===== src/rtl/riscv_base_div.sv =====
// rtl/riscv_base_div.sv - iterative restoring RV32M divider (DIV/DIVU/REM/REMU)
module riscv_base_div #(
    parameter int WIDTH = 32,
    parameter int CNT_W = 6
) (
    input  logic             clk_i,
    input  logic             rst_ni,
    input  logic             flush_i,
    input  logic             req_valid_i,
    output logic             req_ready_o,
    input  logic [1:0]       req_op_i,
    input  logic [WIDTH-1:0] req_a_i,
    input  logic [WIDTH-1:0] req_b_i,
    output logic             res_valid_o,
    input  logic             res_ready_i,
    output logic [WIDTH-1:0] res_data_o,
    output logic             busy_o
);

    typedef enum logic [1:0] {IDLE, CALC, DONE} state_t;

    state_t             state_q;
    logic               op_rem_q;
    logic [WIDTH-1:0]   rem_q;
    logic [WIDTH-1:0]   quo_q;
    logic [WIDTH-1:0]   dvs_q;
    logic [CNT_W-1:0]   cnt_q;
    logic               quo_neg_q;
    logic               rem_neg_q;

    logic               is_signed;
    logic               div_zero;
    logic               overflow;
    logic [WIDTH-1:0]   a_abs;
    logic [WIDTH-1:0]   b_abs;
    logic [WIDTH:0]     trial;
    logic               ge;
    logic [WIDTH-1:0]   diff;
    logic [WIDTH-1:0]   rem_nxt;
    logic [WIDTH-1:0]   quo_nxt;
    logic [WIDTH-1:0]   quo_fix;
    logic [WIDTH-1:0]   rem_fix;
    logic               last_step;

    assign req_ready_o = (state_q == IDLE);
    assign busy_o      = (state_q != IDLE);

    always_comb begin
        is_signed = ~req_op_i[0];
        div_zero  = (req_b_i == '0);
        overflow  = is_signed && (req_a_i == {1'b1, {(WIDTH-1){1'b0}}}) && (req_b_i == '1);
        a_abs     = (is_signed && req_a_i[WIDTH-1]) ? -req_a_i : req_a_i;
        b_abs     = (is_signed && req_b_i[WIDTH-1]) ? -req_b_i : req_b_i;

        // Partial remainder shifted left can exceed WIDTH bits for large unsigned divisors.
        trial     = {rem_q, quo_q[WIDTH-1]};
        ge        = (trial >= {1'b0, dvs_q});
        diff      = trial[WIDTH-1:0] - dvs_q;
        rem_nxt   = ge ? diff : trial[WIDTH-1:0];
        quo_nxt   = {quo_q[WIDTH-2:0], ge};
        quo_fix   = quo_neg_q ? -quo_nxt : quo_nxt;
        rem_fix   = rem_neg_q ? -rem_nxt : rem_nxt;
        last_step = (cnt_q == CNT_W'(WIDTH-1));
    end

    always_ff @(posedge clk_i or negedge rst_ni) begin
        if (!rst_ni) begin
            state_q     <= IDLE;
            op_rem_q    <= 1'b0;
            rem_q       <= '0;
            quo_q       <= '0;
            dvs_q       <= '0;
            cnt_q       <= '0;
            quo_neg_q   <= 1'b0;
            rem_neg_q   <= 1'b0;
            res_valid_o <= 1'b0;
            res_data_o  <= '0;
        end else if (flush_i) begin
            state_q     <= IDLE;
            res_valid_o <= 1'b0;
        end else begin
            case (state_q)
                IDLE: begin
                    if (req_valid_i) begin
                        op_rem_q <= req_op_i[1];
                        if (div_zero) begin
                            res_data_o  <= req_op_i[1] ? req_a_i : '1;
                            res_valid_o <= 1'b1;
                            state_q     <= DONE;
                        end else if (overflow) begin
                            res_data_o  <= req_op_i[1] ? '0 : {1'b1, {(WIDTH-1){1'b0}}};
                            res_valid_o <= 1'b1;
                            state_q     <= DONE;
                        end else begin
                            quo_q     <= a_abs;
                            dvs_q     <= b_abs;
                            rem_q     <= '0;
                            cnt_q     <= '0;
                            quo_neg_q <= is_signed & (req_a_i[WIDTH-1] ^ req_b_i[WIDTH-1]);
                            rem_neg_q <= is_signed & req_a_i[WIDTH-1];
                            state_q   <= CALC;
                        end
                    end
                end
                CALC: begin
                    rem_q <= rem_nxt;
                    quo_q <= quo_nxt;
                    cnt_q <= cnt_q + 1'b1;
                    if (last_step) begin
                        res_data_o  <= op_rem_q ? rem_fix : quo_fix;
                        res_valid_o <= 1'b1;
                        state_q     <= DONE;
                    end
                end
                DONE: begin
                    if (res_ready_i) begin
                        res_valid_o <= 1'b0;
                        state_q     <= IDLE;
                    end
                end
                default: state_q <= IDLE;
            endcase
        end
    end

endmodule


===== config.mk =====
export PLATFORM = sky130hd
export DESIGN_NAME = riscv_base_div
export DESIGN_NICKNAME = d
export VERILOG_FILES = /design/src/rtl/riscv_base_div.sv
export SDC_FILE = /design/constraint.sdc
export NUM_CORES = 1
export LEC_CHECK = 0
export CAP_MARGIN = 5
export CORE_MARGIN = 2
export CORE_UTILIZATION = 45
export CTS_CLUSTER_SIZE = 12
export DETAILED_ROUTE_END_ITERATION = 10
export GPL_TIMING_DRIVEN = 1
export PLACE_DENSITY = 0.7
export SYNTH_ARGS = -nofsm -noshare
export SYNTH_HDL_FRONTEND = slang
export SYNTH_SLANG_ARGS = --single-unit

===== constraint.sdc =====
create_clock -name clk_i -period 6.96 [get_ports clk_i]
set_input_delay 1.392 -clock clk_i [delete_from_list [all_inputs] [get_ports clk_i]]
set_output_delay 1.392 -clock clk_i [all_outputs]
set_load 0.02 [all_outputs]

== Word-level counts from Yosys, hierarchy flattened ==
Index checks and enable logic that the tools add are counted.
W data, S select, Z words.
Word-level totals
  input bits: 71
  register bits: 140
  output and inout port bits: 35
  word-level logic and storage cells: 92
Operators by class
  add/subtract/negate cells: 6
  $lt $le $gt $ge: 1
  eq/ne operators: 14
  bitwise operators: 7
  mux-type cells: 39
  reduce and logical (&&, ||, !) cells: 15
Operators with widths (count)
  $mux W32: 18
  $pmux W32 S2: 3
  $neg A32 Y32: 4
  $eq A32 B32 Y1 const B: 2
  $ge A33 B32 Y1: 1
  $logic_not A32 Y1: 1
  $sub A32 B32 Y32: 1
  $reduce_and A5 Y1: 4
  $mux W6: 3
  $mux W2: 6
  $pmux W6 S2: 1
  $ne A3 B3 Y1 const B: 3
  $ne A2 B2 Y1 const B: 4
  $add A6 B1 Y6 const B: 1
  $eq A6 B5 Y1 const B: 1
  $mux W1: 6
  $pmux W2 S3: 1
  $reduce_and A3 Y1: 2
  $logic_and A1 B1 Y1: 4
  $ne A4 B2 Y1 const B: 1
  $not A1 Y1: 4
  $reduce_bool A2 Y1: 2
  $reduce_bool A4 Y1: 1
  $ne A3 B1 Y1 const B: 1
  other kinds (6): 7

== Depth between registers and ports, before layout ==
Gate-level depths: netlist (run 1).
  depth in word-level cells: 8
  gate-level depth with buffers: 25
  depth with buffers taken out: 21

== Worst setup path after synthesis (run 1) ==
OpenSTA, ideal clock, no wires.
  path kind: register -> register
  from: register rem_q[5]
  to: register res_data_o[30]
  setup time: 129 ps
  clock period less this slack: 4797 ps
  path slack: 2163 ps
  data required time: 6831 ps
  data arrival time: 4668 ps
  cell stages (with the launch flop): 22
  path buffers: 4
  cells stage by stage: dfrtp_1 ha_1 buf_6 a211o_1 a21o_1 o31ai_2 o31ai_1 a211o_1 buf_6 buf_2 clkbuf_1 o21ai_0 ha_1 nand2_1 nor4_1 nand4_1 nor3_2 a32oi_2 or2_1 o21a_1 o311ai_1 a21oi_1
Between the ends
  word-level cells in the longest chain between the ends: 7
  elaborated cells on any way between the ends: 10
  classes of those cells: add/sub: 3; order compare: 1; mux: 6
RTL lines
  start, declared: line 24  | logic [WIDTH-1:0] rem_q;
  start signal, assigned: line 106  | rem_q <= rem_nxt;
  $sub A32 B32 Y32 or $ge A33 B32 Y1 (tied branches): line 58, 57
  $mux W32: line 59  | rem_nxt = ge ? diff : trial[WIDTH-1:0];
  $neg A32 Y32: line 62  | rem_fix = rem_neg_q ? -rem_nxt : rem_nxt;
  $mux W32: line 62
  $mux W32 *: line 110  | res_data_o <= op_rem_q ? rem_fix : quo_fix;
  $mux W32 *: line 109  | if (last_step) begin
  $pmux W32 S2 *: line 82  | case (state_q)
  end signal, assigned: line 87  | res_data_o <= req_op_i[1] ? req_a_i : '1;
  end signal, assigned: line 91  | res_data_o <= req_op_i[1] ? '0 : {1'b1, {(WIDTH-1){1'b0}}};
  end signal, assigned: line 110
  end, declared: line 16  | output logic [WIDTH-1:0] res_data_o,
Mark *: on every way between the ends. The rest lies on a longest branch, timed or not. The select of a mux whose other input is x is not followed.
A chain may end at the register's enable or synchronous reset.

== Worst setup path after layout (run 1) ==
Ends and elaborated chain as after synthesis.

==> metrics, run 1 <==
Syn Nets=1678; global placer's final weighted congestion=0.953; htree depth=4; Routed WL=39100 µm; Tot Pwr=approximately 0.0056 W; Hold Path Cell Cnt=2; WL per Instance=20.0 µm; Die ar.=28200 µm²; number of buffers created by CTS=17; Reg-to-Reg Start=rem_q[5]; crit-path max cell delay=550 ps; Post-synth EDFFs=0; Main synth FF type=dfrtp_1; sequential power share=around 26%; status=finished, final reports clean; Distinct cells, synth=91; Final #Nets=1719; post-DP HPWL=29100 µm; Crit Reg-Reg Endpoint=res_data_o[30]; Post-Syn Area per Cell=7.72 µm²; Reg2Reg Depth=17; clk_lat worst skew=440 ps; Fin Setup TNS=0 ps; Setup Viol. Count Final=0; die width=168 µm; CTS tree=done; 1st-iter DRT viols=1365; Combinational Power Share=58.7%; VDD IR-drop max=between 0.3 and 0.4 mV; Max Fclk=184 MHz; initial core utilization=46.1%; layout cells sized above 1=around 5.7%; Top cell by count, worst path=ha_1; Overflow after GRT=0; Root Buffer=clkbuf_16; FF-to-FF setup slack=1540 ps; Antenna Violating Nets Remaining=0; drc violations=0; FP Rows=between 50 and 60; Max Slew Vio Count=0; CTS max path bufs=2; clock power share=15.8%; area delta synth->final=14.1%; CTS resizes=0; CP endpoint kind=flip-flop; Max-slew headroom=a little under a quarter; P_leak=5.47 nW; sequential element share of the synthesized area=~29%; initial antenna violation count=0; Clock transition at path regs=about 60 ps; worst hold start=rem_q[30]; first-pass GRT wire length=61600 µm; slowest CP cell=a211o_2; GRT Util Overall=27.7%; Clock Sink Count=140; switching share of total power=49.6%; worst min path class=flip-flop to flip-flop; IO Count=106; Crit path required time=between 7000 and 8000 ps; largest net degree at the start of global routing=102; Cell Int Power=0.00281 W; Hold EP=rem_q[30]; Startpoint Class=flip-flop; Mapped Area=approximately 12000 µm²; Via density=6.20; Final Hold Fails=0; via count=12100; setup bufs post-CTS=0; vias in the first global route=11200; first drt pass iteration count=6; fin crit share=approximately 80%; yosys warns=0; crit path max fanout=33; CP Cell Sequence=ha_1 -> a211o_1 -> a21o_1 -> o31ai_2 -> o31ai_1 -> a211o_2 -> o21ai_0 -> ha_1 -> nand2_1 -> nor4_1 -> nand4_1 -> nor3_2 -> a32oi_2 -> or2_1 -> o21a_1 -> o311ai_1 -> a21oi_1; CTS Hold Buffers Added=0; Pwr Density=slightly above 400 nW/µm²; Synth Register Bits=140; fin crit period=5420 ps; core area=between 20000 and 30000 µm²; Filler Cell Count=2491; clock skew=14.2 ps; Critical Path AT=roughly 5700 ps; chip height=168 µm; Cells after Synth=approximately 1600; FFs w/ async S/R, synth=between 90% and 100%; switching power total=0.00277 W; max_cap viols=0; Buffers on Ports=105; Tightest Pin Transition=approximately 1100 ps; critical path class=flip-flop to flip-flop; RSZ-0062 raised after global routing=no
per-layer routing:
layer | track usage [%] | wire [µm] | up-vias
met5 | 0 | 0 | -
met4 | 9.30 | 1050 | 0
met3 | 5.95 | 3040 | 71
met2 | 43.1 | 17600 | 536
met1 | 38.4 | 17500 | 5787
li1 | - | - | 5731
synthesized netlist by cell type (7+ instances only):
cell        n  area [µm²]
a31oi_1    20         125
nor2_1    157         589
a21o_1     14         105
nand3_1    38         190
mux2i_1    21         210
o21ai_0   140         701
xnor2_1    86         753
o22ai_1    29         181
xor2_1     56         490
dfrtp_1   140        3500
or4_1       7        52.6
and2_1      8        50.1
nor2b_1     7        43.8
a211oi_1   13        97.6
nand4_1    25         156
buf_2      20         100
a211o_1     8        70.1
o31ai_1    50         375
o41ai_1    11        96.3
and3_1     10        62.6
nand2b_1   13        81.3
clkbuf_1   61         229
nand2_1   173         649
a21oi_1   138         691
nor3_1     30         150
inv_1      67         251
buf_1       7        26.3
ha_1       41         513
nor4_1     10        62.6
o211ai_1   25         188
or3_1      19         119
cell families (layout without fill, tap and decap cells):
group / after synthesis / in the layout / share of synthesized area (%)
other: 0 / 1 / 0
AND/OR/NAND/NOR: 538 / 538 / 21.4
AO/OA/AOI/OAI: 513 / 513 / 27.1
flip-flops: 140 / 140 / 29.0
buffers and inverters: 166 / 220 / 5.77
multiplexers: 24 / 24 / 2.02
adder cells (fa/ha/maj): 42 / 42 / 4.41
XOR/XNOR: 142 / 142 / 10.3
per-stage QoR:
step	cell area [µm²]	setup slack, ps	utilization, %	hold slack (ps)	std cells
CTS	13800	1630	52.6	503	1954
global placement	13200	1480	50.5	484	1922
finish	13800	1540	52.6	500	1955
global route	13800	1180	52.6	541	1954
detailed placement	13200	1360	50.5	489	1922
floorplan	12100	2160	-	459	1565
cell usage in the layout, fill, tap and decap left out, types with 13 or more instances in the layout:
| cell type | Yosys | final |
|---|---|---|
| a31oi_1 | 20 | 20 |
| a211oi_1 | 13 | 13 |
| nor2_1 | 157 | 157 |
| nand3_1 | 38 | 38 |
| o22ai_1 | 29 | 29 |
| or3_1 | 19 | 19 |
| clkdlybuf4s50_1 | 0 | 104 |
| clkbuf_16 | 0 | 17 |
| inv_1 | 67 | 67 |
| mux2i_1 | 21 | 21 |
| o211ai_1 | 25 | 25 |
| nor3_1 | 30 | 30 |
| xnor2_1 | 86 | 86 |
| o31ai_1 | 50 | 50 |
| ha_1 | 41 | 40 |
| xor2_1 | 56 | 56 |
| nand2_1 | 173 | 173 |
| o21ai_0 | 140 | 140 |
| nand2b_1 | 13 | 13 |
| a21o_1 | 14 | 13 |
| a21oi_1 | 138 | 137 |
| nand4_1 | 25 | 25 |
| dfrtp_1 | 140 | 140 |
registers in the layout (all words and copies together), names as in the netlist:
name / count
state_q: 2
res_data_o: 32
quo_neg_q: 1
cnt_q: 6
rem_q: 32
res_valid_o: 1
op_rem_q: 1
quo_q: 32
rem_neg_q: 1
dvs_q: 32
worst max-delay path, delay by kind of cell (launching register included):
family / cells / cell delay [ps]
AO/OA/AOI/OAI: 10 / 2770
adder cells (fa/ha/maj): 2 / 730
flip-flops: 1 / 460
AND/OR/NAND/NOR: 5 / 1330
cell type report:
| class | instances | area, µm² | area share (%) |
|---|---|---|---|
| multi-input combinational | 1259 | 7900 | 57.3 |
| antenna | 1 | 2.50 | 0.0182 |
| sequential | 140 | 3500 | 25.4 |
| clock buffer | 17 | 425 | 3.09 |
| timing repair buffer | 117 | 1140 | 8.29 |
| tap | 335 | 419 | 3.04 |
| clock inverter | 15 | 129 | 0.935 |
| inverter | 71 | 267 | 1.93 |
power groups by stage:
stage | registers [W] | logic, W | clock network (W)
2_1_floorplan | 0.00145 | 0.00221 | 0
5_1_grt | 0.00146 | 0.00358 | 0.000925
3_5_place_dp | 0.00143 | 0.00321 | 0
3_3_place_gp | 0.00142 | 0.00317 | 0
4_1_cts | 0.00142 | 0.00323 | 0.000886
6_report | 0.00142 | 0.00328 | 0.000883
worst max-delay path by stage:
stage	end	startpoint	slack [ps]	cells past startpoint
floorplan	res_data_o[30]	rem_q[5]	2160	21
global placement	rem_q[27]	req_b_i[21]	1480	10
detailed placement	rem_q[26]	req_a_i[6]	1360	9
CTS	res_data_o[30]	rem_q[5]	1630	17
global route	res_data_o[30]	rem_q[5]	1180	17
finish	res_data_o[30]	rem_q[5]	1540	17
(Power assumes the default switching activity.)
==> inputs of run 2 (changes only) <==
- PLACE_DENSITY: 0.7 -> 0.72
- clock period: 6.96 -> 4.5 ns (I/O delays scaled with it)
==> run 2 against run 1 <==
Global-route usage is 1.1 points higher. Final area is 4.9% higher. Total power grew 63%. Die area did not move. Routed wire length increased by 4.3%. Count of clock-buffer cells in the layout up 1. Maximum frequency increased by 23%. Critical path depth decreased by 2. Clock skew is 2.3 ps higher. Worst hold slack worse by 14 ps.
==> metrics, run 2 (synthesized netlist as in run 1, its figures left out) <==
Routed WL=40800 µm (+4.3%); drc violations=0 (unchanged); Reg-to-Reg Start=quo_q[31]; Fin Hold WS=487 ps (-13.6 ps); global placer's final weighted congestion=0.980 (+2.9%); largest net degree at the start of global routing=79 (-23%); Reg2Reg Depth=15 (-2); Fin Setup TNS=0 ps (unchanged); Clock Sink Count=140 (unchanged); Antenna Violating Nets Remaining=0 (unchanged); RSZ-0062 raised after global routing=yes; FP Rows=59 (unchanged); Final Hold Fails=0 (unchanged); crit path max fanout=4 (-88%); CTS max path bufs=2 (unchanged); Filler Cell Count=2442 (-2.0%); WL per Instance=20.3 µm (+1.2%); register area=3510 µm² (about the same); Critical Path AT=4780 ps (-950 ps); commonest non-fill, non-tap cell in the layout=nand2_1; worst min path class=input pin to async pin; Crit path required time=4880 ps (-2390 ps); die width=168 µm (unchanged); CTS Hold Buffers Added=0 (unchanged); vias in the first global route=11700 (+4.7%); Tightest Pin Transition=1060 ps (-88.7 ps); first drt pass iteration count=6 (unchanged); P_leak=5.79 nW (+5.9%); Pwr Density=631 nW/µm² (+56%); met3 GRT Util=5.10% (-0.85 points); clk_lat worst skew=440 ps (about the same); # placed instances=1980 (+3.0%); Post-Layout Cell Count=2016 (+3.1%); htree depth=4 (unchanged); Root Buffer=clkbuf_16; critical path class=flip-flop to flip-flop; area delta synth->final=19.8%; Via density=6.20 (about the same); Antenna Cells=0 (-1); CTS tree=done; clock skew=16.5 ps (+2.30 ps); met1 usage=40.0% (+1.6 points); layout cells sized above 1=10.6% (+4.8 points); Max-slew headroom=29.4% (+6.1 points); fin crit period=4400 ps (-1020 ps); Startpoint Class=flip-flop; Max Slew Vio Count=0 (unchanged); post-DP HPWL=30900 µm (+6.1%); Buffers on Ports=105 (unchanged); core area=26200 µm² (unchanged); gr busiest metal=met2; VDD IR-drop max=0.439 mV (+27%); initial antenna violation count=0 (unchanged); final setup margin=98.1 ps (-1440 ps); via count=12500 (+3.0%); status=finished, final reports clean; first-pass GRT wire length=64200 µm (+4.3%); GRT Util Overall=28.8% (+1.1 points); max_cap viols=0 (unchanged); Overflow after GRT=0 (unchanged); CP endpoint kind=flip-flop; Crit Reg-Reg Endpoint=res_data_o[31]; Clock transition at path regs=70 ps (about the same); Die ar.=28200 µm² (unchanged); fin crit share=97.8% (+20 points); Final #Nets=1781 (+3.6%); Max Fclk=227 MHz (+23%); grt met2 use=45.5% (+2.4 points); chip height=168 µm (unchanged); 1st-iter DRT viols=1569 (+15%); dpl ws=53.7 ps (-1300 ps); fin util=55.2% (+2.6 points); number of buffers created by CTS=17 (unchanged); IO Count=106 (unchanged); initial core utilization=46.1% (unchanged); multi-input logic area=8050 µm² (+1.9%); FF-to-FF setup slack=100 ps (-1440 ps); most frequent cells in the layout=171 x nand2_1, 157 x nor2_1, 138 x o21ai_0, 138 x dfrtp_1, 135 x a21oi_1; Setup Viol. Count Final=0 (unchanged)
==> run 2: changes by cell type in the layout (fill, tap and decap cells not counted), moves of 3 or more <==
cell / before / now
inv_2: 1 / 5
clkinv_4: 4 / 1
ha_4: 0 / 5
buf_12: 0 / 3
inv_1: 67 / 63
ha_1: 40 / 32
ha_2: 1 / 4
buf_4: 12 / 71
==> run 2: cell type report <==
type / count / area share, %
timing repair buffer: 179 / 11.4
tap: 335 / 2.90
multi-input combinational: 1259 / 55.6
clock buffer: 18 / 2.97
sequential: 140 / 24.2
inverter: 71 / 1.84
clock inverter: 14 / 1.06
==> run 2: critical path, cell delays in order, from the launching register on <==
cell and delay [ps]:
dfrtp_1 440, inv_1 120, ha_1 200, inv_1 60, fa_1 410, a21o_1 230
a311o_1 460, a211oi_1 360, o221ai_1 280, o41ai_2 300, xor2_1 180, a21oi_1 170
a2111o_1 500, nor4_2 230, mux2i_1 230, o2111a_1 190
==> run 2: metal layers <==
| metal | wire [µm] | vias to the layer above | part of all wire, % |
|---|---|---|---|
| li1 | - | 5870 | - |
| met1 | 18000 | 5960 | 44 |
| met2 | 18600 | 573 | 45 |
| met3 | 3150 | 91 | 7.7 |
| met4 | 1130 | 0 | 2.8 |
| met5 | 0 | - | 0 |
==> run 2: report_power, final <==
part / internal [W] / leakage [nW] / switching [W] / total [W]
sequential: 0.00174 / 1.75 / 0.000494 / 0.00223
clock: 0.000785 / 0.273 / 0.000664 / 0.00145
combinational: 0.00214 / 3.77 / 0.00329 / 0.00544
==> run 2: repair_timing <==
item / 4_1_cts / 5_1_grt
endpoints found under the setup margin: 0 / 10
buffers inserted: 0 / 4
resized for setup: 0 / 27
hold endpoints to repair: 0 / 0
==> run 2: how the worst max path moves through the flow <==
| stage | slack, ps | start | to |
|---|---|---|---|
| finish | 100 | quo_q[31] | res_data_o[31] |
| global route | -70 | dvs_q[6] | res_data_o[28] |
| CTS | 30 | dvs_q[1] | res_data_o[30] |
| detailed placement | 50 | dvs_q[1] | res_data_o[30] |
| global placement | 120 | req_b_i[21] | dvs_q[18] |
| floorplan | -80 | rem_q[5] | res_data_o[30] |
==> run 2: per-stage QoR <==
| stage | instance area, µm² | total power [W] |
|---|---|---|
| 3_5_place_dp | 13700 | 0.00741 |
| 3_3_place_gp | 13700 | 0.00733 |
| 5_1_grt | 14500 | 0.00970 |
| 4_1_cts | 14300 | 0.00887 |
| 6_report | 14500 | 0.00912 |
| 2_1_floorplan | 12100 | 0.00568 |
